File: src/rtl/fsk_pkg.sv
// Shared constants, state encoding and window-result payload for the FSK
// tone demodulator.
package fsk_pkg;

    localparam int unsigned BIT_CYCLES   = 576;  // mainclk cycles per bit window
    localparam int unsigned TONE1_PERIOD = 4;    // clk2-rate tone, decodes as 1
    localparam int unsigned TONE0_PERIOD = 64;   // clk32-rate tone, decodes as 0
    localparam int unsigned THRESH       = 77;   // edges >= THRESH decode as 1
    localparam int unsigned MIN_EDGES    = 4;    // edges >= MIN_EDGES mean a good window
    localparam int unsigned CNT_W        = 10;   // saturating edge counter width
    localparam int unsigned WIN_W        = $clog2(BIT_CYCLES);

    typedef enum logic [1:0] {
        NO_CARRIER = 2'd0,
        LOCKING    = 2'd1,
        LOCKED     = 2'd2
    } fsk_state_e;

    // Classification of the window that ends on the current cycle.
    typedef struct packed {
        logic             bit_val;
        logic             good;
        logic [CNT_W-1:0] total;
    } win_result_t;

endpackage

File: src/rtl/fsk_edge_sync.sv
// Synchronizes the asynchronous FSK input and produces a one-cycle pulse per
// rising edge.
// Optional macro FSK_DEMOD_GLITCH_FILTER_EN: adds a stage and only accepts a
// rising edge whose new level holds for two samples (edge latency 4 cycles
// instead of 3; single-cycle high pulses are rejected).
// Ports:
//   clk_i     system clock (mainclk)
//   rst_ni    asynchronous active-low reset
//   fsk_i     raw FSK line input
//   edge_o_c  combinational rising-edge pulse from registered sync stages
module fsk_edge_sync (
    input  logic clk_i,
    input  logic rst_ni,
    input  logic fsk_i,
    output logic edge_o_c
);

`ifdef FSK_DEMOD_GLITCH_FILTER_EN
    localparam int unsigned STAGES = 4;
`else
    localparam int unsigned STAGES = 3;
`endif

    // sync_q[0] is s1, sync_q[1] is s2, ...
    logic [STAGES-1:0] sync_q;

    always_ff @(posedge clk_i or negedge rst_ni) begin : sync_reg
        if (!rst_ni) begin
            sync_q <= '0;
        end else begin
            sync_q <= {sync_q[STAGES-2:0], fsk_i};
        end
    end

`ifdef FSK_DEMOD_GLITCH_FILTER_EN
    // High must persist for two samples after a low.
    assign edge_o_c = sync_q[1] & sync_q[2] & ~sync_q[3];
`else
    assign edge_o_c = sync_q[1] & ~sync_q[2];
`endif

endmodule

File: src/rtl/fsk_tone_demod.sv
// FSK tone demodulator: counts synchronized rising edges of the line input
// over fixed BIT_CYCLES windows, decodes high counts as 1 and low counts as 0,
// and tracks carrier lock across consecutive good windows.
// Optional macro FSK_DEMOD_GLITCH_FILTER_EN: see fsk_edge_sync.
// Ports:
//   mainclk     system clock, rising edge
//   reset       asynchronous active-low reset
//   fsk_in      received FSK waveform (asynchronous)
//   bit_out     decoded bit, held until the next valid window
//   bit_valid   one-cycle pulse when bit_out updates
//   carrier_ok  high while locked
//   edge_count  edge total of the last completed window
module fsk_tone_demod
    import fsk_pkg::*;
(
    input  logic             mainclk,
    input  logic             reset,
    input  logic             fsk_in,
    output logic             bit_out,
    output logic             bit_valid,
    output logic             carrier_ok,
    output logic [CNT_W-1:0] edge_count
);

    logic edge_c;

    fsk_edge_sync u_edge_sync (
        .clk_i    (mainclk),
        .rst_ni   (reset),
        .fsk_i    (fsk_in),
        .edge_o_c (edge_c)
    );

    logic [WIN_W-1:0] win_q, win_d;
    logic [CNT_W-1:0] cnt_q, cnt_d;
    logic [CNT_W-1:0] edge_count_q, edge_count_d;
    fsk_state_e       state_q, state_d;
    logic             bit_out_q, bit_out_d;
    logic             bit_valid_q, bit_valid_d;
    logic             carrier_q, carrier_d;
    logic             win_end_c;
    win_result_t      win_c;

    // Window total including an edge on the final cycle, with saturation.
    always_comb begin : window_eval
        win_c     = '0;
        win_end_c = (win_q == WIN_W'(BIT_CYCLES - 1));
        win_c.total = cnt_q;
        if (edge_c && (cnt_q != {CNT_W{1'b1}})) begin
            win_c.total = cnt_q + CNT_W'(1);
        end
        win_c.good    = (win_c.total >= CNT_W'(MIN_EDGES));
        win_c.bit_val = (win_c.total >= CNT_W'(THRESH));
    end

    // Next-state and output logic; the lock FSM only moves at window end.
    always_comb begin : next_state
        win_d        = win_q + WIN_W'(1);
        cnt_d        = win_c.total;
        edge_count_d = edge_count_q;
        state_d      = state_q;
        bit_out_d    = bit_out_q;
        bit_valid_d  = 1'b0;

        if (win_end_c) begin
            win_d        = '0;
            cnt_d        = '0;
            edge_count_d = win_c.total;
            case (state_q)
                NO_CARRIER: state_d = win_c.good ? LOCKING : NO_CARRIER;
                LOCKING:    state_d = win_c.good ? LOCKED  : NO_CARRIER;
                LOCKED:     state_d = win_c.good ? LOCKED  : NO_CARRIER;
                default:    state_d = NO_CARRIER;
            endcase
            if ((state_d == LOCKED) && win_c.good) begin
                bit_out_d   = win_c.bit_val;
                bit_valid_d = 1'b1;
            end
        end

        carrier_d = (state_d == LOCKED);
    end

    always_ff @(posedge mainclk or negedge reset) begin : state_reg
        if (!reset) begin
            win_q        <= '0;
            cnt_q        <= '0;
            edge_count_q <= '0;
            state_q      <= NO_CARRIER;
            bit_out_q    <= 1'b0;
            bit_valid_q  <= 1'b0;
            carrier_q    <= 1'b0;
        end else begin
            win_q        <= win_d;
            cnt_q        <= cnt_d;
            edge_count_q <= edge_count_d;
            state_q      <= state_d;
            bit_out_q    <= bit_out_d;
            bit_valid_q  <= bit_valid_d;
            carrier_q    <= carrier_d;
        end
    end

    assign bit_out    = bit_out_q;
    assign bit_valid  = bit_valid_q;
    assign carrier_ok = carrier_q;
    assign edge_count = edge_count_q;

endmodule
File: config.mk
export PLATFORM = sky130hd
export DESIGN_NAME = fsk_tone_demod
export DESIGN_NICKNAME = d
export VERILOG_FILES = /design/src/rtl/fsk_pkg.sv /design/src/rtl/fsk_edge_sync.sv /design/src/rtl/fsk_tone_demod.sv
export SDC_FILE = /design/constraint.sdc
export NUM_CORES = 1
export LEC_CHECK = 0
export ABC_AREA = 0
export CAP_MARGIN = 30
export CORE_ASPECT_RATIO = 1.25
export CORE_MARGIN = 2
export CORE_UTILIZATION = 54
export DETAILED_ROUTE_END_ITERATION = 8
export PLACE_DENSITY = 0.81
export SYNTH_ARGS = -nofsm -noshare
export SYNTH_HDL_FRONTEND = slang
export SYNTH_HIERARCHICAL = 1
export SYNTH_SLANG_ARGS = --single-unit
File: constraint.sdc
create_clock -name mainclk -period 4.5 [get_ports mainclk]
set_input_delay 0.675 -clock mainclk [delete_from_list [all_inputs] [get_ports mainclk]]
set_output_delay 0.675 -clock mainclk [all_outputs]
set_load 0.01 [all_outputs]
==> out/results.txt, run 1 <==
HP Start -> u_edge_sync/sync_q[0]$_DFF_PN0_
Drt pass-1 iters -> 4
Sum Neg Setup Slack -> 0 ns
Die ar. -> 0.003892 mm²
First-pass GRT wire length -> 6720 µm
P per Cell Area -> 374.8 mW/mm²
Via count -> 1,386
Period utilization -> 52.27%
Final Skew -> 0.004306 ns
Syn nets -> 186
Die span in x -> 56.20 µm
Req. time, crit path -> 4.67 ns
Die Y -> 69.25 µm
Initial core utilization -> 57.07%
DRT Wirelength -> 3879 µm
# nets final -> 203
Most common cell in the synthesized netlist -> dfrtp_1
Final instance area -> 0.002096 mm²
Post_cts resized -> 0
Actual slew at the worst max-slew pin -> 0.9144 ns
#FFs+latches synth -> 38
CP Max Fanout -> 25
Initial antenna violation count -> 0
Worst r2r path cells -> 6
Clk_lat worst skew -> 0.29 ns
Setup bufs post-CTS -> 0
DRC Markers -> 0
Antenna cells -> 0
Layout area overhead -> 13.95%
Critical path class -> reg2reg
Critical Path Sink Type -> flop
Inserted Clock Buffers -> 5
Yosys cell types -> 47
RR Startpoint -> win_q[0]$_DFF_PN0_
Status -> finished clean
Placed inst area -> 0.002019 mm²
Seq/Total Area, Yosys -> 51.70%
Worst setup SP type -> flop
Synth area leader -> dfrtp_1
Grt ovf -> 0
Final hold vios -> 0
Hpwl dp -> 2818 µm
Routed Antenna Nets -> 0
Hold Path Sink -> u_edge_sync/sync_q[1]$_DFF_PN0_
Iteration-0 DRC count of the detailed router -> 64
Most instantiated cells after synthesis -> 38 x dfrtp_1, 23 x nand2_1, 21 x nor2_1
Dominant synthesized flop cell -> dfrtp_1
Leakage -> 0.9121 nW
CTS Hold Bufs -> 0
Crit path time final -> 2.352 ns
Clock buffer depth -> 2
Synth Instances -> 179
Unrepaired setup endpoints after global routing -> false
PortBufs -> 15
EDFF count, synth -> 0
R2R setup slack -> 2.15 ns
Layout cells sized above 1 -> 10.71%
Largest cells by area after synthesis -> dfrtp_1 52%, nand2_1 4.7%, nor2_1 4.3%
Largest net degree at the start of global routing -> 39
Top cell type's share of synthesized area -> 51.70%
FP Rows -> 23
Max Clock Freq -> 425.2 MHz
TritonCTS clock tree -> done
Clock slew at the register clock pins of the worst setup and hold paths -> 0.07 ns
Final setup viols -> 0
Syn. warnings -> 6
H-tree Lvls -> 2
Final Max Slew Viols -> 0
Headroom to the max-slew limit -> 38.57%
Vias per inst -> 5.948
Avg WL per Cell -> 16.65 µm
Clk sinks -> 38
Worst Hold Depth -> 0
FFs w/ async S/R, synth -> 100.0%
Vias in the first global route -> 1,442
Min-delay worst type -> reg2reg
# Max-Cap Violations -> 0
RePlAce Congestion -> 1.018
Max VDD drop -> 0.3363 mV
All-Layer GR Usage -> 22.34%
IO Count -> 16
Syn Area/Cell -> 10.28 µm²
Worst EP arrival -> 2.52 ns
Worst R2R End -> bit_out$_DFFE_PN0P_
Core Box Area -> 0.003223 mm²
Post-synth design cell area -> 0.001839 mm²
CTS Root Cell -> clkbuf_8
flip-flops by register name (all words and copies together), names as in the netlist:
name and flops:
u_edge_sync/sync_q 3, cnt_q 10, bit_out 1, win_q 10
carrier_ok 1, state_q 2, bit_valid 1, edge_count 10
layout by cell type, fill, tap and decap left out, drive strengths merged:
cell type,count
and2,4
inv,3
a31oi,5
nand3,9
mux2i,2
nand3b,1
and4,2
and3,5
o31ai,3
dfrtp,38
mux2,1
xnor2,4
nor2,21
ha,4
a21boi,2
buf,2
nand2b,1
nand4b,1
nor3,4
and4b,2
o21ai,11
xor2,7
clkdlybuf4s50,15
nor3b,3
or3,2
nand4,1
o2111a,1
clkbuf,7
nand2,24
a31o,2
a2bb2oi,2
or4,1
o21bai,1
o22ai,1
nor4,1
nor2b,1
a21oi,2
metrics by stage:
stage	power, mW	worst slack (ns)	utilization (%)	std cells	hold slack, ns
after global routing	0.8256	1.963	65.02	233	0.3690
after detailed placement	0.5767	2.160	62.66	226	0.3440
final	0.7855	2.148	65.02	233	0.3526
after global placement	0.5612	2.223	62.66	226	0.3360
after floorplan	0.5342	2.481	-	179	0.3312
after CTS	0.7901	2.136	65.02	233	0.3563
report_power, final:
| group | internal (mW) | switching [mW] |
|---|---|---|
| clock | 0.107 | 0.108 |
| sequential | 0.368 | 0.0526 |
| combinational | 0.0683 | 0.0819 |
worst max-delay path by stage:
| stage | startpoint | end | slack [ns] | cells past startpoint |
|---|---|---|---|---|
| final | win_q[0]$_DFF_PN0_ | bit_out$_DFFE_PN0P_ | 2.15 | 6 |
| after global routing | win_q[0]$_DFF_PN0_ | bit_out$_DFFE_PN0P_ | 1.96 | 6 |
| after CTS | win_q[0]$_DFF_PN0_ | bit_out$_DFFE_PN0P_ | 2.14 | 6 |
| after detailed placement | win_q[0]$_DFF_PN0_ | bit_out$_DFFE_PN0P_ | 2.16 | 6 |
| after global placement | win_q[0]$_DFF_PN0_ | bit_out$_DFFE_PN0P_ | 2.22 | 6 |
| after floorplan | cnt_q[0]$_DFF_PN0_ | state_q[1]$_DFF_PN0_ | 2.48 | 7 |
layout make-up:
type                    instances  area, µm²
flip-flops and latches         38      950.9
fillers                       271       1127
repair buffers                 17      165.2
clock buffers                   7      76.32
well taps                      37      46.29
inverters                       3      11.26
multi-input cells             131      845.8
kinds of logic (layout without fill, tap and decap cells):
kind of cell | Yosys count | in the layout | share of synthesized area (%)
buffers and inverters | 10 | 27 | 2.312
adders and majority gates | 4 | 4 | 2.721
xor gates and xnor gates | 11 | 11 | 5.238
AOI/OAI and AO/OA | 30 | 30 | 11.70
muxes | 3 | 3 | 1.701
and+or+nand+nor | 83 | 83 | 24.63
DFF | 38 | 38 | 51.70
per-layer routing:
metal / vias up / track usage, % / share of wire, %
li1: 658 / - / -
met1: 681 / 27.15 / 41
met2: 40 / 37.12 / 53
met3: 7 / 6.343 / 4.5
met4: 0 / 8.995 / 1.6
met5: - / 0 / 0
critical path: stages, from the launching register on:
cell       delay (ns)
dfrtp_1          0.39
ha_1             0.26
nand3_4          0.11
or3_1            0.65
or3_4            0.51
nor3b_1          0.23
a2bb2oi_2        0.08
Power figures use the tool's default switching activity.
==> inputs of run 2 (changes only) <==
- CORE_UTILIZATION: 54 -> 51
- clock period: 4.5 -> 2.1 ns (I/O delays scaled with it)
==> run 2 against run 1 <==
Non-clock buffer count grew 10. Cell area increased by 5.6%. Hold slack worse by 0.24 ns. Clock power up 150%. Flip-flop and latch count unchanged. Sequential power is 110% higher.
==> out/results.txt, run 2 (same netlist as run 1, synthesis figures left out) <==
Headroom to the max-slew limit -> 45.07%
Initial antenna violation count -> 0
Max Clock Freq -> 485.2 MHz
Area of the multi-input gates -> 869.6 µm²
CTS Hold Bufs -> 0
Clock buffer depth -> 2
Largest net degree at the start of global routing -> 39
Most frequent cells in the layout -> 37 x dfrtp_1, 23 x nand2_1, 21 x nor2_1
CP Max Fanout -> 5
Crit path cell chain -> nor2b_4, and4_4, nand2_2, or4_1, and4b_4, and2_4, o31ai_2
Slowest CP cell -> or4_1
Antenna cells -> 0
FF/Latch Area -> 952.2 µm²
FP Rows -> 24
Initial core utilization -> 52.80%
Crit path time final -> 2.061 ns
Status -> finished clean
First-pass GRT wire length -> 6644 µm
Layout fillers -> 274
RePlAce Congestion -> 0.9921
Leakage -> 0.9725 nW
Die span in x -> 57.72 µm
Unrepaired setup endpoints after global routing -> true
Setup bufs post-CTS -> 0
Layout cells sized above 1 -> 20.29%
CTS Root Cell -> clkbuf_8
Req. time, crit path -> 2.31 ns
Pre-CTS setup slack -> -0.007150 ns
DRC Markers -> 0
Final Max Slew Viols -> 0
IO Count -> 16
P per Cell Area -> 838.9 mW/mm²
Die ar. -> 0.004106 mm²
DRT Wirelength -> 3962 µm
Clk sinks -> 38
Via count -> 1,417
Inserted Clock Buffers -> 5
Iteration-0 DRC count of the detailed router -> 73
Final hold vios -> 0
Worst setup SP type -> flop
PortBufs -> 15
Final Worst Setup Slack -> 0.03893 ns
Period utilization -> 98.15%
Routed Antenna Nets -> 0
Clk_lat worst skew -> 0.29 ns
# nets final -> 213
Final setup viols -> 0
Top delay family on crit path -> simple AND/OR/NAND/NOR gates
Sum Neg Setup Slack -> 0 ns
Avg WL per Cell -> 16.11 µm
Slowest stage delay, CP -> 0.45 ns
Grt ovf -> 0
All-Layer GR Usage -> 21.54%
Drt pass-1 iters -> 4
Final Skew -> 0.007305 ns
Actual slew at the worst max-slew pin -> 0.8240 ns
Die Y -> 71.14 µm
TritonCTS clock tree -> done
Critical path class -> reg2reg
Core Box Area -> 0.003483 mm²
# Max-Cap Violations -> 0
Min-delay worst type -> in2async
Vias per inst -> 5.760
Vias in the first global route -> 1,471
Bufs and invs on worst path -> 0
Clock slew at the register clock pins of the worst setup and hold paths -> 0.08 ns
Max VDD drop -> 0.6870 mV
Hpwl dp -> 2779 µm
Layout area overhead -> 20.27%
Most common cell after layout, fill and taps aside -> dfrtp_1
Critical Path Sink Type -> flop
Worst EP arrival -> 2.27 ns
H-tree Lvls -> 2
==> run 2: layer usage <==
layer / global-route usage [%] / wire, µm / vias up
li1: - / - / 677
met2: 38.26 / 2078 / 34
met3: 2.742 / 160 / 10
met1: 24.97 / 1629 / 696
met4: 10.85 / 94 / 0
met5: 0 / 0 / -
==> run 2: cell type report <==
class                      count  share of cell area, %
clock buffer                   6                  3.733
clock inverter                 2                 0.5656
inverter                       3                 0.5091
multi-input combinational    131                  39.31
sequential                    38                  43.04
tap                           39                  2.206
timing repair buffer          27                  10.63
==> run 2: power breakdown <==
part           internal, mW  total (mW)  switching, mW
clock network         0.264       0.530          0.267
logic                 0.215       0.448          0.233
registers             0.790       0.877         0.0875
==> run 2: worst reg2reg max path, cell delays in order (launching register included) <==
cell and delay, ns:
dfrtp_1 0.40, nor2b_4 0.15, and4_4 0.26, nand2_2 0.09, or4_1 0.45, and4b_4 0.24
and2_4 0.16, o31ai_2 0.22
==> run 2: worst paths after layout <==
check                                                 from                              end  slack (ns)  cells after the start
max                        u_edge_sync/sync_q[2]$_DFF_PN0_             state_q[1]$_DFF_PN0_        0.04                      7
min reg2reg                u_edge_sync/sync_q[0]$_DFF_PN0_  u_edge_sync/sync_q[1]$_DFF_PN0_        0.36                      0
min in group mainclk       u_edge_sync/sync_q[0]$_DFF_PN0_  u_edge_sync/sync_q[1]$_DFF_PN0_        0.36                      0
min                                                  reset        edge_count[3]$_DFFE_PN0N_        0.11                      1
max reg2reg                u_edge_sync/sync_q[2]$_DFF_PN0_             state_q[1]$_DFF_PN0_        0.04                      7
max in group asynchronous                            reset               cnt_q[2]$_DFF_PN0_        1.42                      1
==> run 2: timing repair <==
action                     CTS  global route
gates resized for setup      1             6
setup endpoints to repair    1             3
hold endpoints to repair     0             0
==> run 2: metrics by stage <==
step	hold slack (ns)	total power, mW	util (%)	instance area [µm²]	std cells
2_1_floorplan	0.01941	1.145	-	1839	179
3_3_place_gp	0.3503	1.278	60.06	2092	238
3_5_place_dp	0.3529	1.303	60.06	2092	238
4_1_cts	0.1486	1.842	62.93	2192	246
5_1_grt	0.1997	1.939	63.51	2212	246
6_report	0.1145	1.856	63.51	2212	246
